[src/rtl/instruction_queue.sv]
// instruction_queue: prefetch FIFO between instruction memory and the
// control unit. The oldest buffered word is presented already split into
// opcode / DA / AA / BA fields; the control unit retires it with advance,
// and flush discards everything on a taken branch.
//
// Handshake semantics:
//   input side  - a word transfers on a rising edge where in_valid && in_ready
//                 (and no flush); in_ready depends only on count, so a full
//                 queue refuses input even while the head is being retired.
//   output side - the head word retires on a rising edge where
//                 advance && out_valid; the fields are valid for sampling
//                 whenever out_valid is high. advance with out_valid low is
//                 an error that sets the sticky underflow flag.
module instruction_queue #(
    parameter int FIELD_WIDTH = 4,
    parameter int INSTR_WIDTH = 4 * FIELD_WIDTH,
    parameter int DEPTH       = 4,
    parameter int CNT_WIDTH   = $clog2(DEPTH + 1)
) (
    input  logic                   clk,
    input  logic                   reset,
    input  logic                   in_valid,
    input  logic [INSTR_WIDTH-1:0] in_instr,
    output logic                   in_ready,
    input  logic                   advance,
    input  logic                   flush,
    output logic                   out_valid,
    output logic [FIELD_WIDTH-1:0] opcode,
    output logic [FIELD_WIDTH-1:0] DA,
    output logic [FIELD_WIDTH-1:0] AA,
    output logic [FIELD_WIDTH-1:0] BA,
    output logic [CNT_WIDTH-1:0]   count,
    output logic                   underflow
);

    localparam int PTR_WIDTH = $clog2(DEPTH);
    localparam logic [CNT_WIDTH-1:0] FULL_COUNT = CNT_WIDTH'(DEPTH);

    logic [INSTR_WIDTH-1:0] mem [DEPTH];
    logic [PTR_WIDTH-1:0]   wr_ptr;
    logic [PTR_WIDTH-1:0]   rd_ptr;
    logic [INSTR_WIDTH-1:0] head;
    logic                   push;
    logic                   pop;

    // Handshake decode; status flags come only from registered count, so
    // nothing on the input side reaches an output combinationally.
    always_comb begin
        in_ready  = (count != FULL_COUNT);
        out_valid = (count != '0);
        push      = in_valid && in_ready;
        pop       = advance && out_valid;
    end

    // Head word split into fields, forced to zero while the queue is empty.
    always_comb begin
        head   = mem[rd_ptr];
        opcode = '0;
        DA     = '0;
        AA     = '0;
        BA     = '0;
        if (out_valid) begin
            opcode = head[INSTR_WIDTH-1 -: FIELD_WIDTH];
            DA     = head[INSTR_WIDTH-1-FIELD_WIDTH -: FIELD_WIDTH];
            AA     = head[INSTR_WIDTH-1-2*FIELD_WIDTH -: FIELD_WIDTH];
            BA     = head[FIELD_WIDTH-1:0];
        end
    end

    // Storage write; contents are never cleared, the pointers define validity.
    always_ff @(posedge clk) begin
        if (push && !flush) begin
            mem[wr_ptr] <= in_instr;
        end
    end

    // Pointers, occupancy and sticky underflow; flush overrides push and pop.
    always_ff @(posedge clk or posedge reset) begin
        if (reset) begin
            wr_ptr    <= '0;
            rd_ptr    <= '0;
            count     <= '0;
            underflow <= 1'b0;
        end else if (flush) begin
            wr_ptr    <= '0;
            rd_ptr    <= '0;
            count     <= '0;
            underflow <= 1'b0;
        end else begin
            if (push) begin
                wr_ptr <= wr_ptr + PTR_WIDTH'(1);
            end
            if (pop) begin
                rd_ptr <= rd_ptr + PTR_WIDTH'(1);
            end
            if (push && !pop) begin
                count <= count + CNT_WIDTH'(1);
            end else if (pop && !push) begin
                count <= count - CNT_WIDTH'(1);
            end
            if (advance && !out_valid) begin
                underflow <= 1'b1;
            end
        end
    end

endmodule

[config.mk]
export PLATFORM = sky130hd
export DESIGN_NAME = instruction_queue
export DESIGN_NICKNAME = d
export VERILOG_FILES = /design/src/rtl/instruction_queue.sv
export SDC_FILE = /design/constraint.sdc
export NUM_CORES = 1
export LEC_CHECK = 0
export ABC_CLOCK_PERIOD_IN_PS = 2640
export CORE_ASPECT_RATIO = 0.6
export CORE_MARGIN = 8
export CORE_UTILIZATION = 30
export DETAILED_ROUTE_END_ITERATION = 8
export PLACE_DENSITY = 0.49
export SYNTH_ARGS = -nofsm -noshare
export SYNTH_HDL_FRONTEND = slang
export SYNTH_SLANG_ARGS = --single-unit
[constraint.sdc]
create_clock -name clk -period 2.64 [get_ports clk]
set_input_delay 0.528 -clock clk [delete_from_list [all_inputs] [get_ports clk]]
set_output_delay 0.528 -clock clk [all_outputs]
set_load 0.1 [all_outputs]
==> results of run 1 <==
-- layout make-up --
| type | count | area share |
|---|---|---|
| sequential | 72 | 0.499 |
| multi-input combinational | 82 | 0.223 |
| timing repair buffer | 57 | 0.168 |
| clock buffer | 13 | 0.0562 |
| tap | 139 | 0.0407 |
| inverter | 9 | 0.00879 |
| clock inverter | 3 | 0.00439 |
-- cells by family after synthesis --
kind of cell             count (synthesis)
AND/OR/NAND/NOR                         37
multiplexers                            17
XOR/XNOR                                 3
AO/OA/AOI/OAI                           20
buffers and inverters                   20
adder cells (fa/ha/maj)                  5
flip-flops                              72
-- registers in the layout, indices dropped and copies added (netlist names) --
name	cells
rd_ptr	2
underflow	1
mem	64
count	3
wr_ptr	2
-- path summary, 6_finish.rpt --
| kind | from | endpoint | slack, ns | cells after the start |
|---|---|---|---|---|
| max | rd_ptr[0]$_DFFE_PP0P_ | BA[0] | 0.27 | 4 |
| min | reset | count[0]$_DFFE_PP0P_ | 0.47 | 2 |
| max reg2reg | count[0]$_DFFE_PP0P_ | count[1]$_DFFE_PP0P_ | 0.40 | 7 |
| min reg2reg | underflow$_DFFE_PP0P_ | underflow$_DFFE_PP0P_ | 0.50 | 2 |
| max in group asynchronous | reset | count[1]$_DFFE_PP0P_ | 1.88 | 2 |
| min in group clk | underflow$_DFFE_PP0P_ | underflow$_DFFE_PP0P_ | 0.50 | 2 |
-- metrics by stage --
stage	total power, mW	hold WS [ns]
after floorplan	3.32	0.344
after CTS	5.20	0.470
after detailed placement	4.16	0.498
final	5.14	0.468
after global routing	5.34	0.504
after global placement	4.17	0.500
-- power breakdown --
part / internal [mW] / switching [mW]
Combinational: 0.985 / 1.71
Sequential: 1.34 / 0.0798
Clock: 0.634 / 0.397
-- cells in the final DEF (no fill, tap or decap), drive strengths merged, types with 2 or more instances in the layout --
master | netlist | routed
xor2 | 3 | 3
nand3 | 2 | 2
clkbuf | 1 | 13
a21oi | 5 | 5
and2b | 2 | 2
nor3 | 4 | 4
edfxtp | 64 | 64
and3 | 2 | 2
clkinv | 0 | 3
and2 | 4 | 4
nor2b | 14 | 14
clkdlybuf4s50 | 0 | 20
o21ai | 4 | 4
buf | 10 | 37
o311ai | 2 | 2
mux4 | 16 | 16
inv | 9 | 8
dfrtp | 8 | 8
ha | 4 | 4
nor2 | 6 | 6
-- per-layer routing --
| layer | up-vias | routed length, um | global-route usage |
|---|---|---|---|
| met1 | 797 | 3060 | 0.120 |
| met4 | 0 | 78 | 0.0326 |
| met2 | 43 | 2590 | 0.131 |
| li1 | 795 | - | - |
| met5 | - | 0 | 0 |
| met3 | 8 | 300 | 0.0332 |
-- worst reg2reg max path, cell delays in order, from the launching register on --
cell and delay [ns]:
dfrtp_4 0.55, nor3b_4 0.32, clkinvlp_4 0.20, and3_4 0.18, fa_2 0.41, a31o_2 0.22
o21ai_1 0.12, o311a_1 0.17
-- cell usage after synthesis, types with 2 or more instances --
cell type  number  share of area
edfxtp_1       64           0.61
inv_1           9          0.011
dfrtp_1         8          0.063
mux4_1          8          0.066
mux4_2          8          0.057
nor2b_4         8          0.035
nor2_1          6         0.0071
nor2b_1         6          0.012
a21oi_1         5         0.0079
and2_1          4         0.0079
buf_2           4         0.0063
ha_1            4          0.016
o21ai_0         4         0.0063
buf_6           3          0.011
nor3_1          3         0.0047
xor2_1          3         0.0083
and2b_1         2         0.0047
and3_1          2         0.0039
buf_4           2         0.0047
nand3_1         2         0.0032
o311ai_0        2         0.0055
==> results.py, run 1 <==
metrics = {
    "die": {
        "coreArea_sq_um": 10400,
        "die_x_um": 149,
        "rows": 29,
        "fp.dieH_um": 95.6,
        "die_area_sq_um": 14200,
        "io_pins": 43,
        "start_util": 0.305,
    },
    "synth": {
        "seq_area_frac_synth": 0.669,
        "synth_edf_count": 64,
        "yosys.area_share.adder": 0.0221,
        "synth_top_family_by_area": "multiplexers",
        "async_flop_share": 0.111,
        "synth_compound_area_frac": 0.0442,
        "synth_simple_gate_area_frac": 0.0903,
        "synth-xor-area-share": 0.00828,
        "synth_area_sq_um": 3170,
        "syn-num-nets": 200,
        "synth_ff_type": "edfxtp_1",
        "synth.distinct_cells": 38,
        "synth-warning-count": 0,
        "syn-instance-count": 174,
        "ys_seq_elements": 72,
        "synthMuxAreaShare": 0.126,
        "syn_avg_cell_area_sq_um": 18.2,
    },
    "placed_design": {
        "dp_hpwl_um": 4280,
        "io_buffers": 42,
        "placed_area_sq_um": 4010,
        "placedCellCount": 359,
        "place.gp.congestion": 0.777,
        "post-place-ws_ns": 0.302,
    },
    "timing": {
        "setup_tns_ns": 0,
        "setup_violations": 0,
        "finalCriticalPeriod_ns": 2.37,
        "hold_viol": 0,
        "rsz0062_at_grt": "false",
        "period_share": 0.899,
        "finalClockSkew_ns": 0.00469,
        "maxSlewViolCount": 0,
        "relSlewSlack": 0.735,
        "fmax_ghz": 0.421,
        "setup_slack_ns": 0.266,
        "worst_pin_slew_ns": 0.392,
    },
    "global_route": {
        "antenna_found_initial": 0,
        "grt_pass1_wl_um": 9380,
        "grt_start_max_net_pins": 17,
        "grtUsageTotal": 0.0894,
        "overflow": 0,
        "grt_pass1_vias": 1696,
    },
    "run_status": {
        "status": "finished clean",
    },
    "routing": {
        "vias_per_cell": 4.38,
        "finalWirelength_um": 6030,
        "post_drt_wl_per_cell_um": 16.1,
        "dr_total_vias": 1643,
        "drt_iter0_markers": 80,
        "dr.pass1.iters": 4,
        "drc": 0,
        "antenna_left": 0,
    },
    "cts": {
        "worstSkewPairLatency_ns": 0.32,
        "htreeDepth": 3,
        "cts_setup_buffers": 0,
        "cts_hold_buf": 0,
        "clockBufferDepth": 2,
        "root_buffer": "clkbuf_16",
        "cts_buffers": 9,
        "post_cts_resized": 0,
        "clock_sinks": 72,
        "cts_tree": "built",
        "cts.clk_slew.worst_paths_ns": 0.05,
    },
    "cells_and_area": {
        "area_growth_pct": 34.7,
        "final_cell_count_no_fill": 375,
        "diodes": 0,
        "final_core_util": 0.410,
        "nNetsFinal": 257,
        "multi_input_area_sq_um": 952,
        "layout-drive-gt1-share": 0.339,
        "finalInstanceArea_sq_um": 4270,
        "regArea_sq_um": 2130,
        "nFillCells": 943,
    },
    "critical_path": {
        "critPathMaxStageDelay_ns": 0.59,
        "cp.buffers_inverters": 2,
        "crit_type": "register to output pin",
        "worst_path_max_delay_cell": "mux4_1",
        "crit_family": "multiplexers",
        "cp_max_fo": 10,
        "critical_path_required_ns": 2.11,
        "cp.arrival_ns": 1.85,
        "start_kind": "register",
        "worstPathCellList": "buf_4 -> mux4_1 -> nor2b_2 -> buf_12",
        "worst_setup_path_end_kind": "output pin",
    },
    "worst_hold_path": {
        "hold_path.class": "input port to asynchronous set/reset pin",
    },
    "power": {
        "powerDensity_nw_per_um2": 1200,
        "cellLeakagePower_nw": 1.53,
        "vdd_drop_max_uv": 720,
    },
    "flow_run": {
        "drv_cap": 0,
    },
}
(Power assumes the default switching activity.)
==> inputs of run 2 (changes only) <==
- SETUP_SLACK_MARGIN: unset -> 0.1
- SLEW_MARGIN: unset -> 25
==> results of run 2 <==
No change in the layout: final DEF, timing and power equal those of run 1.
